File: src/rtl/game_pkg.sv
// Shared game-world definitions: gap-bus field layout, initial pipe layout
// and the scene encodings used by the controller and the view.
package game_pkg;

    localparam int GAP_W      = 24;
    localparam int POS_LSB    = 16;
    localparam int MAX_LSB    = 8;
    localparam int MIN_LSB    = 0;
    localparam int N_PIPE_DEF = 3;

    localparam int         INIT_STEP = 20;
    localparam logic [7:0] INIT_MAX  = 8'd30;
    localparam logic [7:0] INIT_MIN  = 8'd20;

    typedef enum logic [1:0] {
        SCENE_IDLE    = 2'd0,
        SCENE_PLAYING = 2'd1,
        SCENE_OVER    = 2'd2
    } scene_e;

    // Field order matches the bus slot: {position, max_bnd, min_bnd}
    typedef struct packed {
        logic [7:0] pos;
        logic [7:0] max_bnd;
        logic [7:0] min_bnd;
    } gap_t;

    // Starting slot k of an n-pipe field; the 3-pipe layout is hand-tuned.
    function automatic gap_t init_slot(input int n, input int k);
        gap_t g;
        g = '{pos: 8'(INIT_STEP * (n - k)), max_bnd: INIT_MAX, min_bnd: INIT_MIN};
        if (n == 3) begin
            case (k)
                1:       g = '{pos: 8'd40, max_bnd: 8'd25, min_bnd: 8'd15};
                0:       g = '{pos: 8'd60, max_bnd: 8'd35, min_bnd: 8'd25};
                default: ;
            endcase
        end
        return g;
    endfunction

endpackage

File: src/rtl/pipe_lfsr8.sv
// 8-bit Fibonacci LFSR (taps 8,6,5,4), free-running out of reset.
module pipe_lfsr8 (
    input  logic       clk,
    input  logic       rst,
    input  logic [7:0] seed,
    output logic [7:0] out
);

    always_ff @(posedge clk or posedge rst) begin
        if (rst) out <= seed;
        else     out <= {out[6:0], out[7] ^ out[5] ^ out[4] ^ out[3]};
    end

endmodule

File: src/rtl/pipe_field.sv
// Pipe obstacle field: scrolls and respawns N_PIPE gap slots, detects
// bird collisions and counts passed pipes.
module pipe_field
    import game_pkg::*;
#(
    parameter int         N_PIPE     = N_PIPE_DEF,
    parameter int         SPACING    = 20,
    parameter int         GAP        = 10,
    parameter int         SCROLL_DIV = 4,
    parameter logic [7:0] LFSR_SEED  = 8'hA5,
    parameter int         BIRD_COL   = 2
) (
    input  logic                    clk,
    input  logic                    rst,
    input  logic [7:0]              n_row,
    input  logic [7:0]              n_col,
    input  logic                    run,
    input  logic                    start,
    input  logic [7:0]              altitude,
    output logic [GAP_W*N_PIPE-1:0] gaps,
    output logic                    collide,
    output logic [7:0]              score,
    output logic                    passed
);

    localparam int DIV_W = (SCROLL_DIV > 1) ? $clog2(SCROLL_DIV) : 1;
    localparam logic [DIV_W-1:0] DIV_LAST = DIV_W'(SCROLL_DIV - 1);
    localparam logic [7:0] RESP_POS = 8'(N_PIPE * SPACING);
    localparam logic [7:0] HIT_COL  = 8'(BIRD_COL + 6);

    typedef gap_t [N_PIPE-1:0] field_t;

    function automatic field_t init_field();
        field_t f;
        for (int k = 0; k < N_PIPE; k++) f[k] = init_slot(N_PIPE, k);
        return f;
    endfunction

    localparam field_t INIT_FIELD = init_field();

    field_t            slot_q, slot_d;
    logic [DIV_W-1:0]  div_q;
    logic [7:0]        lfsr;
    logic [N_PIPE-1:0] resp, hit;
    logic [8:0]        row9, bird_row, m_raw, m_sel;
    gap_t              rsp_gap;
    logic              advance, step, ground;
    logic              unused_bits;

    pipe_lfsr8 u_lfsr (
        .clk  (clk),
        .rst  (rst),
        .seed (LFSR_SEED),
        .out  (lfsr)
    );

    assign unused_bits = ^{n_col, lfsr[7:6]};

    assign advance  = run & ~collide;
    assign step     = advance && (div_q == DIV_LAST);
    assign row9     = {1'b0, n_row};
    assign bird_row = row9 - {1'b0, altitude};
    assign ground   = (altitude == 8'd0) || (altitude >= n_row);

    // Respawn bounds are shared: every slot respawning this step sees the same draw
    always_comb begin
        m_raw = 9'd2 + {3'b000, lfsr[5:0]};
        m_sel = m_raw;
        if (m_raw + 9'(GAP) > row9 - 9'd2) m_sel = row9 - 9'd2 - 9'(GAP);
        if (row9 < 9'(GAP + 4))            m_sel = 9'd2;
        rsp_gap = '{pos: RESP_POS, max_bnd: 8'(m_sel + 9'(GAP)), min_bnd: m_sel[7:0]};
    end

    for (genvar i = 0; i < N_PIPE; i++) begin : g_slot
        assign resp[i]   = (slot_q[i].pos == 8'd0);
        assign slot_d[i] = resp[i] ? rsp_gap
                                   : {slot_q[i].pos - 8'd1, slot_q[i].max_bnd, slot_q[i].min_bnd};
        assign hit[i]    = (slot_q[i].pos <= HIT_COL) &&
                           ((bird_row <= {1'b0, slot_q[i].min_bnd}) ||
                            (bird_row >= {1'b0, slot_q[i].max_bnd}));
    end

    assign gaps = slot_q;

    always_ff @(posedge clk or posedge rst) begin
        if (rst) begin
            slot_q  <= INIT_FIELD;
            div_q   <= '0;
            score   <= 8'd0;
            collide <= 1'b0;
            passed  <= 1'b0;
        end else if (start) begin
            slot_q  <= INIT_FIELD;
            div_q   <= '0;
            score   <= 8'd0;
            collide <= 1'b0;
            passed  <= 1'b0;
        end else begin
            passed <= 1'b0;
            if (run && (ground || (|hit))) collide <= 1'b1;
            if (advance) begin
                div_q <= step ? '0 : div_q + DIV_W'(1);
                if (step) begin
                    slot_q <= slot_d;
                    // Simultaneous respawns still score a single point
                    if (|resp) begin
                        passed <= 1'b1;
                        if (score != 8'hFF) score <= score + 8'd1;
                    end
                end
            end
        end
    end

endmodule

File: config.mk
export PLATFORM = sky130hd
export DESIGN_NAME = pipe_field
export DESIGN_NICKNAME = d
export VERILOG_FILES = /design/src/rtl/game_pkg.sv /design/src/rtl/pipe_lfsr8.sv /design/src/rtl/pipe_field.sv
export SDC_FILE = /design/constraint.sdc
export NUM_CORES = 1
export LEC_CHECK = 0
export BUFFER_PORTS_ARGS = -buffer_cell sky130_fd_sc_hd__buf_2
export CORE_MARGIN = 1.5
export CORE_UTILIZATION = 35
export CTS_BUF_LIST = sky130_fd_sc_hd__clkbuf_8
export CTS_CLUSTER_SIZE = 40
export DETAILED_ROUTE_END_ITERATION = 10
export GPL_TIMING_DRIVEN = 0
export SYNTH_ARGS = -nofsm -noshare
export SYNTH_HDL_FRONTEND = slang
export SYNTH_SLANG_ARGS = --single-unit
File: constraint.sdc
create_clock -name clk -period 6.4 [get_ports clk]
set_clock_uncertainty 0.05 [all_clocks]
set_input_delay 0.32 -clock clk [delete_from_list [all_inputs] [get_ports clk]]
set_output_delay 0.32 -clock clk [all_outputs]
set_load 0.05 [all_outputs]
==> flow_summary_export.csv, run 1 <==
group,metric,value,unit
power,p_seq_frac,0.452,
placed_design,place_congestion,0.8518,
placed_design,port_buffers,101,
power,clkPwrFrac,0.296,
logic_synthesis,synth_top_family_by_area,"simple AND/OR/NAND/NOR gates",
timing,hold_viol_final,0,
clock_tree,cts_tree,"built",
hold_path,hold_path.class,"input port to flop",
logic_synthesis,muxShareOfSynthArea,0.006547,
clock_tree,clk_pin_slew,100,ps
power,p_switching,417.6,µW
worst_setup_path,cp.required,6580,ps
cells_and_area,postLayoutCoreUtil,0.4148,
power,swShare,0.3261,
power,comb_power_share,0.253,
grt,grt_pass1_vias,5120,
worst_setup_path,crit_type,"flop to flop",
worst_setup_path,r2r_start,"u_lfsr.out[1]$_DFF_PP0_",
status,status,"finished, final reports clean",
logic_synthesis,syn_nets,776,
drt,drc,0,
clock_tree,clock_latency,380,ps
drt,wl_per_cell,16.73,µm
placed_design,pre_cts_slack,1683,ps
clock_tree,root_buffer,"clkbuf_8",
timing,finalSetupViolations,0,
worst_setup_path,r2r_slack,1610,ps
clock_tree,cts_buffers,9,
cells_and_area,fin_area,7126,µm²
timing,period_needed,4786,ps
timing,fin_crit_sh,0.7478,
cells_and_area,final_nets,890,
clock_tree,h-tree-depth,3,
hold_path,min_path_cells,3,
drt,routed_via_density,5.228,
logic_synthesis,synth_area,6116,µm²
drt,vias,5327,
cells_and_area,area_growth,16.51,%
worst_setup_path,startpoint_type,"flop",
clock_tree,ctsResizeCount,0,
timing,fin_setup_tns,0,ps
cells_and_area,antennaDiodeCount,0,
grt,grtUsageTotal,0.1930,
logic_synthesis,yosysUniqueCellTypes,63,
worst_setup_path,crit_top_cell,"ha_1",
cells_and_area,stdcell_count,1019,
placed_design,dp.final_hpwl,13010,µm
worst_setup_path,arrival,4960,ps
floorplanning,ios,110,
logic_synthesis,async_flop_share,1.000,
worst_setup_path,r2r_end,"gaps[15]$_DFFE_PP0P_",
timing,fmax,209.0,MHz
clock_tree,cts_buffer_depth,2,
hold_path,hp-start,"run",
drt,drt_wl_total,17050,µm
logic_synthesis,synthCells,675,
floorplanning,coreArea,17180,µm²
clock_tree,clock-sinks,89,
power,p_int,862.9,µW
logic_synthesis,synth_fa_ha_area_frac,0.1506,
floorplanning,num_rows,48,
run,cap_viol_max_count,0,
cells_and_area,fill_cells,1806,
cells_and_area,multiInputGateArea,3497,µm²
logic_synthesis,seq_area_frac_synth,0.3701,
logic_synthesis,synth_ff_type,"dfrtp_1",
placed_design,dp.cells,1002,
timing,final-max-slew-violation-count,0,
power,vdd_ir_drop_max,0.07524,mV
power,finalPower,1.280,mW
timing,rsz0062_at_grt,"no",
grt,grt_overflow_total,0,
logic_synthesis,syn_area_per_cell,9.061,µm²
cells_and_area,drive_above_1_share,0.2040,
floorplanning,start_util,0.3561,
logic_synthesis,synth_compound_area_frac,0.1710,
logic_synthesis,yosys.area_share.simple,0.1761,
worst_setup_path,slowest_delay,530,ps
logic_synthesis,ys_warn_count,0,
drt,firstDrtPassIters,5,
grt,antenna_found_initial,0,
timing,relSlewSlack,0.3188,
worst_setup_path,startpoint,"u_lfsr.out[1]$_DFF_PP0_",
floorplanning,die-area,18280,µm²
worst_setup_path,critPathSlowestCell,"dfrtp_1",
grt,met3_usage,0.03853,
worst_setup_path,crit_chain,"inv_1 > ha_1 > nor2_1 > o311ai_0 > o21ai_0 > a22o_1 > ha_1 > nand3_1 > nand2_1 > o211ai_1 > nor2_1 > o21ai_0 > nand2_1 > ha_1 > o2111ai_1 > xnor2_1 > o22ai_1",
grt,grt_max_degree,72,
grt,grt_use_met1,0.2620,
worst_setup_path,crit_path_max_fanout,8,
timing,whs,255.0,ps
grt,gr-max-usage-layer,"met2",
logic_synthesis,synth_xor_area_frac,0.06690,
power,total_leakage_power,3.363,nW
timing,tightest_slew,1014,ps
floorplanning,die_y,135.2,µm
grt,grt_util_met2,0.3053,
cells_and_area,seq_area,2263,µm²
grt,grt_pass1_wl,27120,µm
logic_synthesis,synth_edf_count,0,
power,cellPowerDensity,179.7,nW/µm²
worst_setup_path,endpoint_kind,"flop",
worst_setup_path,r2r_cells,17,
drt,ant_nets,0,
drt,drt_iter0_markers,351,
floorplanning,die_w,135.2,µm
timing,setup_ws,1614,ps
placed_design,postPlaceCellArea,6933,µm²
logic_synthesis,ys_ff_latch,89,
hold_path,holdPathEnd,"collide$_DFFE_PP0P_",
logic make-up after synthesis:
logic type                 Yosys count
AOI/OAI and AO/OA                  164
xor gates and xnor gates            45
adders and majority gates           73
buffers and inverters               91
DFF                                 89
muxes                                4
other                                1
and+or+nand+nor                    208
synthesized netlist by cell type, types with 2 or more instances:
cell        n  area share
nor4_1      9      0.0092
o21ai_1     2      0.0016
xnor2_2     2      0.0053
o2111ai_1   3      0.0043
ha_1       72        0.15
nor2b_1     9      0.0092
and3_1      5      0.0051
nor2_1     60       0.037
xnor2_1    26       0.037
nand3_1    22       0.018
o21ai_0    45       0.037
buf_4       3      0.0037
xor2_1     17       0.024
o211ai_1    5      0.0061
nor3b_1     2      0.0025
or3_1       6      0.0061
a21boi_0    3      0.0037
a2bb2oi_1   3      0.0043
inv_1      73       0.045
a22o_1      7       0.010
dfrtp_1    60        0.25
nand4_1    12       0.012
o22a_1      2      0.0029
a21o_1      9       0.011
nand2_1    36       0.022
and2_1      5      0.0051
o21a_1      7      0.0086
a21oi_1    37       0.030
nand2b_1    3      0.0031
buf_2       2      0.0016
a211oi_1    4      0.0049
a22oi_1     5      0.0061
and4_1      4      0.0057
o22ai_1    20       0.020
mux2i_1     4      0.0065
clkbuf_1   12      0.0074
dfstp_2    29        0.12
nor3_1     25       0.020
worst max path at each step:
| stage | slack [ps] | to |
|---|---|---|
| 3_3_place_gp | 1700 | gaps[13]$_DFFE_PP1P_ |
| 2_1_floorplan | 2640 | gaps[15]$_DFFE_PP0P_ |
| 6_report | 1610 | gaps[15]$_DFFE_PP0P_ |
| 5_1_grt | 1140 | gaps[13]$_DFFE_PP1P_ |
| 4_1_cts | 1640 | gaps[15]$_DFFE_PP0P_ |
| 3_5_place_dp | 1680 | gaps[15]$_DFFE_PP0P_ |
registers in the layout, indices dropped and copies added, names as in the netlist:
| name | count |
|---|---|
| gaps | 69 |
| score | 8 |
| u_lfsr.out | 8 |
| div_q | 2 |
| collide | 1 |
| passed | 1 |
metal layers:
metal  share of wire  vias to the layer above
li1                -                     2620
met1            0.47                     2556
met5               0                        -
met2            0.45                      126
met4           0.023                        0
met3           0.057                       25
placed cells by master, fill, tap and decap left out, types with 3 or more instances in the layout:
master     count
a211oi_1       4
nor2_1        60
nand2b_1       3
a22o_1         7
xnor2_1       26
buf_2        103
a21boi_0       3
inv_1         75
mux2i_1        4
a22oi_1        5
o21ai_0       45
ha_1          72
o21a_1         7
buf_4          3
nor3_1        25
nor4_1         9
dfrtp_1       60
and2_1         5
o22ai_1       20
o211ai_1       5
nand4_1       12
clkbuf_1      12
a21oi_1       37
or3_1          6
o2111ai_1      3
nor2b_1        9
a21o_1         9
and3_1         5
nand3_1       22
clkbuf_8       9
xor2_1        17
nand2_1       36
dfstp_2       29
a2bb2oi_1      3
and4_1         4
power groups by stage:
stage	sequential (mW)	combinational, mW	clock (mW)
after floorplan	0.601	0.211	0
after global placement	0.588	0.315	0
after detailed placement	0.588	0.320	0
after CTS	0.578	0.322	0.392
after global routing	0.580	0.363	0.410
final	0.578	0.324	0.378
critical path: cells and delay by family, from the launching register on:
family	cells	cell delay, ps
and+or+nand+nor	5	830
xor gates and xnor gates	1	270
AOI/OAI and AO/OA	7	1830
adders and majority gates	3	1010
buffers and inverters	1	130
DFF	1	530
layout make-up:
cell class,count,share of cell area
buffer,18,0.01141
multi-input combinational,495,0.4908
sequential,89,0.3176
tap,225,0.03951
clock buffer,9,0.01738
clock inverter,7,0.008253
inverter,73,0.03881
timing repair buffer,103,0.07621
repair_timing:
action,in CTS,in global routing
setup buffers,0,0
hold endpoints to repair,18,0
hold buffers,1,0
Note: power is estimated with default switching activity, not from simulation.
==> inputs of run 2 (changes only) <==
--- a/config.mk
+++ b/config.mk
@@ -5,6 +5,7 @@
 export SDC_FILE = /design/constraint.sdc
 export NUM_CORES = 1
 export LEC_CHECK = 0
+export ABC_AREA = 1
 export BUFFER_PORTS_ARGS = -buffer_cell sky130_fd_sc_hd__buf_2
 export CORE_MARGIN = 1.5
 export CORE_UTILIZATION = 35
==> constraint.sdc (replaced) <==
create_clock -name clk -period 4.9 [get_ports clk]
set_clock_uncertainty 0.05 [all_clocks]
set_input_delay 0.245 -clock clk [delete_from_list [all_inputs] [get_ports clk]]
set_output_delay 0.245 -clock clk [all_outputs]
set_load 0.05 [all_outputs]
==> flow_summary_export.csv, run 2 <==
group,metric,value,unit
cells_and_area,mostFrequentLayoutCells,"nand2_1, inv_1, buf_2, ha_1, dfrtp_1",
clock_tree,cts_buffer_depth,2,
placed_design,dp.final_hpwl,13270,µm
grt,grt_pass1_wl,27140,µm
timing,hold_viol_final,0,
placed_design,postPlaceCellArea,7131,µm²
worst_setup_path,slowest_delay,480,ps
cells_and_area,antennaDiodeCount,0,
clock_tree,h-tree-depth,3,
clock_tree,cts_buffers,9,
timing,fin_crit_sh,0.7415,
drt,vias,5597,
timing,period_needed,3634,ps
drt,wl_met2,7825,µm
status,status,"finished, final reports clean",
logic_synthesis,muxShareOfSynthArea,0,
cells_and_area,largest_register_ffs,69,
logic_synthesis,synth_area_leaders,"dfrtp_1, ha_1, dfstp_2",
cells_and_area,fill_cells,1786,
drt,drt_wl_total,17030,µm
power,comb_power_share,0.315,
clock_tree,clk_pin_slew,100,ps
floorplanning,die_w,137.3,µm
worst_setup_path,crit_chain,"ha_1 > or2_2 > nand2_1 > inv_1 > o21ai_0 > xor2_1 > inv_1 > ha_1 > nand2_1 > nor2_1 > nand4_1 > nand3_2 > nand2_4 > nand2_1 > nand3_2 > ha_1 > inv_1 > nand2_2 > nand2_1 > nand2_1 > nand2_2 > nand2_1 > o21ai_1",
power,cellPowerDensity,266.6,nW/µm²
worst_setup_path,crit_top_cell,"nand2_1",
worst_setup_path,arrival,3890,ps
logic_synthesis,synthCells,785,
drt,drc,0,
worst_setup_path,path_delay_family,"simple AND/OR/NAND/NOR gates",
worst_setup_path,startpoint_type,"flop",
clock_tree,clock_latency,380,ps
cells_and_area,postLayoutCoreUtil,0.4206,
logic_synthesis,synth_xor_area_frac,0.03607,
power,finalPower,1.960,mW
logic_synthesis,synth.top_cell.area_share,0.2378,
floorplanning,ios,110,
run,cap_viol_max_count,0,
hold_path,hold_path.class,"input port to flop",
placed_design,port_buffers,101,
drt,drt_iter0_markers,319,
placed_design,place_congestion,0.8430,
logic_synthesis,synth_most_common_cell,"nand2_1",
grt,grt_max_degree,53,
logic_synthesis,syn_area_per_cell,8.043,µm²
logic_synthesis,syn_nets,886,
worst_setup_path,endpoint_kind,"flop",
drt,routed_via_density,4.957,
clock_tree,ctsResizeCount,0,
power,swShare,0.3668,
drt,met3WireLength,659,µm
logic_synthesis,synth_area,6314,µm²
grt,grt_pass1_vias,5374,
timing,tightest_slew,894.2,ps
timing,relSlewSlack,0.3996,
grt,antenna_found_initial,0,
grt,grtUsageTotal,0.1880,
timing,fmax,275.2,MHz
logic_synthesis,synth_ff_type,"dfrtp_1",
floorplanning,num_rows,48,
power,total_leakage_power,3.932,nW
floorplanning,die-area,18850,µm²
logic_synthesis,ys_ff_latch,89,
timing,rsz0062_at_grt,"no",
power,p_seq_frac,0.401,
timing,fin_setup_tns,0,ps
cells_and_area,multiInputGateArea,3412,µm²
clock_tree,postCtsSetupRepairBufs,0,
logic_synthesis,ys_warn_count,0,
power,p_int,1.241,mW
cells_and_area,final_common_cell,"nand2_1",
clock_tree,clock-sinks,89,
floorplanning,die_y,137.3,µm
power,clkPwrFrac,0.284,
drt,drt-met1-wl,8085,µm
clock_tree,root_buffer,"clkbuf_8",
timing,setup_ws,1266,ps
timing,finalSetupViolations,0,
cells_and_area,area_growth,16.43,%
logic_synthesis,synth_top_family_by_area,"simple AND/OR/NAND/NOR gates",
drt,top_layer,"met4",
logic_synthesis,yosysUniqueCellTypes,50,
logic_synthesis,yosys.area_share.simple,0.2214,
power,vdd_ir_drop_max,0.1245,mV
logic_synthesis,synth_edf_count,0,
worst_setup_path,crit_type,"flop to flop",
logic_synthesis,async_flop_share,1.000,
cells_and_area,drive_above_1_share,0.2257,
cells_and_area,stdcell_count,1129,
grt,grt_overflow_total,0,
floorplanning,coreArea,17480,µm²
logic_synthesis,synth_area_leader_cell,"dfrtp_1",
drt,ant_nets,0,
cells_and_area,fin_area,7351,µm²
drt,wl_per_cell,15.08,µm
clock_tree,cts_tree,"built",
floorplanning,start_util,0.3613,
cells_and_area,seq_area,2263,µm²
cells_and_area,final_nets,1000,
logic_synthesis,synth_top_cells_by_count,"nand2_1, inv_1, ha_1, dfrtp_1, a21oi_1",
placed_design,dp.cells,1112,
worst_setup_path,cp_num_buf_inv,3,
worst_setup_path,cp.required,5150,ps
timing,final-max-slew-violation-count,0,
logic_synthesis,synth_compound_area_frac,0.1365,
clock_tree,ctsHoldBuffers,1,
worst_setup_path,critPathSlowestCell,"dfrtp_1",
worst_setup_path,crit_path_max_fanout,9,
placed_design,pre_cts_slack,1272,ps
power,p_switching,718.7,µW
logic_synthesis,seq_area_frac_synth,0.3585,
drt,firstDrtPassIters,4,
timing,whs,105.5,ps
logic_synthesis,synth_fa_ha_area_frac,0.1459,
==> run 2: changes by cell type in the layout (fill, tap and decap cells not counted), moves of 11 or more <==
cell / previous run / this run
xnor2_1: 26 / 7
clkbuf_1: 12 / 0
nand3_1: 22 / 34
inv_1: 75 / 140
nand2_1: 36 / 141
nor2_1: 60 / 38
o21ai_0: 45 / 32
nand2_2: 0 / 11
==> run 2: metal layers <==
metal / up-vias / GRT usage
li1: 2833 / -
met1: 2652 / 0.2532
met2: 84 / 0.3029
met3: 28 / 0.03091
met4: 0 / 0.07076
met5: - / 0
==> run 2: power by group through the flow <==
stage,Clock [mW],Sequential (mW),Combinational [mW]
3_3_place_gp,0,0.798,0.605
4_1_cts,0.574,0.786,0.616
6_report,0.557,0.786,0.617
3_5_place_dp,0,0.800,0.614
5_1_grt,0.599,0.791,0.698
2_1_floorplan,0,0.857,0.387
==> run 2: cells by family after synthesis <==
kind of cell               count (synthesis)
DFF                                       89
other                                      1
and+or+nand+nor                          291
xor gates and xnor gates                  26
adders and majority gates                 73
AOI/OAI and AO/OA                        143
buffers and inverters                    162
==> run 2: final timing paths <==
| kind | startpoint | end | slack [ps] | depth (start not counted) |
|---|---|---|---|---|
| worst max-delay path | u_lfsr.out[1]$_DFF_PP0_ | gaps[37]$_DFFE_PP0P_ | 1270 | 23 |
| worst min-delay path | run | collide$_DFFE_PP0P_ | 110 | 3 |
| worst max register to register | u_lfsr.out[1]$_DFF_PP0_ | gaps[37]$_DFFE_PP0P_ | 1270 | 23 |
| worst min register to register | u_lfsr.out[6]$_DFF_PP0_ | u_lfsr.out[7]$_DFF_PP1_ | 320 | 0 |
| max in group asynchronous | rst | gaps[43]$_DFFE_PP1P_ | 3730 | 4 |
| min in group asynchronous | rst | u_lfsr.out[3]$_DFF_PP0_ | 400 | 3 |
==> run 2: area by class of cell <==
class / count / share of cell area
clock buffer: 9 / 0.01685
sequential: 89 / 0.3079
timing repair buffer: 103 / 0.07387
buffer: 7 / 0.006809
clock inverter: 7 / 0.01174
tap: 225 / 0.03830
multi-input combinational: 534 / 0.4642
inverter: 155 / 0.08034
==> run 2: worst reg2reg max path, delay by kind of cell, from the launching register on <==
family	cells	cell delay [ps]
AND/OR/NAND/NOR	14	1640
adder cells (fa/ha/maj)	3	810
flip-flops	1	480
AO/OA/AOI/OAI	2	210
buffers and inverters	3	200
XOR/XNOR	1	180
==> inputs of run 3 (changes only) <==
--- a/config.mk
+++ b/config.mk
@@ -5,7 +5,7 @@
 export SDC_FILE = /design/constraint.sdc
 export NUM_CORES = 1
 export LEC_CHECK = 0
-export ABC_AREA = 1
+export ABC_AREA = 0
 export BUFFER_PORTS_ARGS = -buffer_cell sky130_fd_sc_hd__buf_2
 export CORE_MARGIN = 1.5
 export CORE_UTILIZATION = 35
==> constraint.sdc (replaced) <==
create_clock -name clk -period 3.1 [get_ports clk]
set_clock_uncertainty 0.05 [all_clocks]
set_input_delay 0.155 -clock clk [delete_from_list [all_inputs] [get_ports clk]]
set_output_delay 0.155 -clock clk [all_outputs]
set_load 0.05 [all_outputs]
==> flow_summary_export.csv, run 3 (synthesis gave the netlist of run 1 again) <==
group,metric,value,unit
cells_and_area,stdcell_count,1090,
grt,antenna_found_initial,0,
floorplanning,die_w,135.2,µm
drt,wl_per_cell,17.93,µm
timing,tightest_slew,1059,ps
worst_setup_path,r2r_start,"u_lfsr.out[2]$_DFF_PP1_",
placed_design,postPlaceCellArea,7057,µm²
worst_setup_path,arrival,4000,ps
placed_design,dp.cells,1002,
cells_and_area,largest_register_ffs,69,
clock_tree,h-tree-depth,3,
power,vdd_ir_drop_max,0.1839,mV
worst_setup_path,cp_num_buf_inv,7,
worst_setup_path,crit_type,"flop to flop",
worst_setup_path,cp.required,3280,ps
floorplanning,ios,110,
worst_setup_path,critPathSlowestCell,"dfstp_2",
clock_tree,clock_latency,370,ps
drt,ant_nets,0,
drt,routed_via_density,5.204,
worst_setup_path,crit_chain,"ha_4 > buf_6 > xor2_4 > buf_6 > buf_6 > nor2_4 > nor2_2 > xnor2_1 > ha_2 > and3_4 > buf_6 > o211a_4 > nand2_8 > buf_6 > buf_6 > a211oi_4 > buf_4 > o2111ai_4 > xnor2_4 > o22ai_1",
timing,fin_crit_sh,1.233,
cells_and_area,mostFrequentLayoutCells,"buf_2, inv_1, ha_1, dfrtp_1, nor2_1",
worst_setup_path,path_delay_family,"buffers and inverters",
grt,grt_max_degree,53,
cells_and_area,multiInputGateArea,4223,µm²
clock_tree,cts_tree,"built",
clock_tree,clk_pin_slew,90,ps
floorplanning,num_rows,48,
timing,whs,70.88,ps
placed_design,pre_cts_slack,-1397,ps
timing,hold_viol_final,0,
hold_path,hold_path.class,"input port to flop",
drt,firstDrtPassIters,5,
grt,grt_pass1_vias,5336,
floorplanning,start_util,0.3561,
drt,vias,5672,
worst_setup_path,startpoint_type,"flop",
cells_and_area,antennaDiodeCount,0,
cells_and_area,seq_area,2265,µm²
drt,drc,0,
worst_setup_path,slowest_delay,610,ps
placed_design,place_congestion,0.8633,
power,cellPowerDensity,345.8,nW/µm²
cells_and_area,area_growth,39.22,%
run,cap_viol_max_count,0,
timing,relSlewSlack,0.2937,
timing,finalSetupViolations,44,
timing,final-max-slew-violation-count,0,
clock_tree,clock-sinks,89,
status,status,"finished, violations left",
floorplanning,die-area,18280,µm²
timing,rsz0062_at_grt,"yes",
clock_tree,cts_buffers,9,
clock_tree,root_buffer,"clkbuf_8",
worst_setup_path,crit_path_max_fanout,4,
placed_design,dp.final_hpwl,13210,µm
placed_design,port_buffers,101,
grt,grt_pass1_wl,29030,µm
floorplanning,die_y,135.2,µm
cells_and_area,drive_above_1_share,0.3884,
grt,grtUsageTotal,0.2074,
worst_setup_path,r2r_cells,20,
worst_setup_path,endpoint_kind,"flop",
worst_setup_path,startpoint,"u_lfsr.out[2]$_DFF_PP1_",
floorplanning,coreArea,17180,µm²
worst_setup_path,r2r_end,"gaps[14]$_DFFE_PP0P_",
cells_and_area,final_common_cell,"buf_2",
power,total_leakage_power,3.848,nW
worst_setup_path,r2r_slack,-720,ps
timing,fmax,261.6,MHz
worst_setup_path,path_depth,20,
cells_and_area,fin_area,8514,µm²
clock_tree,cts_buffer_depth,2,
worst_setup_path,crit_path_end,"gaps[14]$_DFFE_PP0P_",
worst_setup_path,crit_top_cell,"buf_6",
status,failed_checks,"setup timing",
timing,setup_ws,-722.0,ps
cells_and_area,fill_cells,1627,
drt,drt_iter0_markers,360,
drt,drt_wl_total,19540,µm
cells_and_area,final_nets,961,
timing,period_needed,3822,ps
cells_and_area,postLayoutCoreUtil,0.4957,
grt,grt_overflow_total,0,
-- run 3: stage by stage --
stage	power [mW]	setup TNS, ps
after floorplan	1.697	-4797
after global placement	1.889	-65540
after detailed placement	1.899	-33150
after CTS	2.835	-15400
after global routing	3.099	-25280
final	2.944	-21020
-- run 3: how the worst min path moves through the flow --
stage | from | depth (start not counted) | end
after CTS | run | 3 | collide$_DFFE_PP0P_
after global routing | run | 3 | collide$_DFFE_PP0P_
after floorplan | u_lfsr.out[6]$_DFF_PP0_ | 0 | u_lfsr.out[7]$_DFF_PP1_
after global placement | u_lfsr.out[6]$_DFF_PP0_ | 0 | u_lfsr.out[7]$_DFF_PP1_
final | run | 3 | collide$_DFFE_PP0P_
after detailed placement | rst | 2 | u_lfsr.out[3]$_DFF_PP0_
-- run 3: layout make-up --
| cell class | count | share of cell area |
|---|---|---|
| multi-input combinational | 495 | 0.4960 |
| sequential | 89 | 0.2660 |
| timing repair buffer | 174 | 0.1405 |
| tap | 225 | 0.03306 |
| inverter | 73 | 0.03277 |
| clock buffer | 9 | 0.01455 |
| buffer | 18 | 0.009699 |
| clock inverter | 7 | 0.007494 |
-- run 3: timing repair --
action | in CTS | in global routing
endpoints found under the setup margin | 46 | 46
resized for setup | 77 | 78
buffers inserted | 47 | 32
hold endpoints to repair | 25 | 0
hold buffers | 1 | 0
pin swaps | 41 | 58
-- run 3: per-layer routing --
layer,GRT usage,vias to the layer above,routed length (µm)
li1,-,2766,-
met1,0.2791,2728,8699
met2,0.3365,141,9441
met5,0,-,0
met3,0.03928,37,943
met4,0.06691,0,454
-- run 3: worst reg2reg max path: stages, from the launching register on --
cell and delay [ps]:
dfstp_2 610, ha_4 160, buf_6 110, xor2_4 210
buf_6 130, buf_6 90, nor2_4 30, nor2_2 110
xnor2_1 100, ha_2 320, and3_4 200, buf_6 100
o211a_4 190, nand2_8 60, buf_6 110, buf_6 110
a211oi_4 230, buf_4 180, o2111ai_4 160, xnor2_4 300
o22ai_1 120
-- run 3: power breakdown --
group	switching (mW)	internal, mW
registers	0.0168	1.18
clock network	0.441	0.366
logic	0.537	0.406
total	0.995	1.95
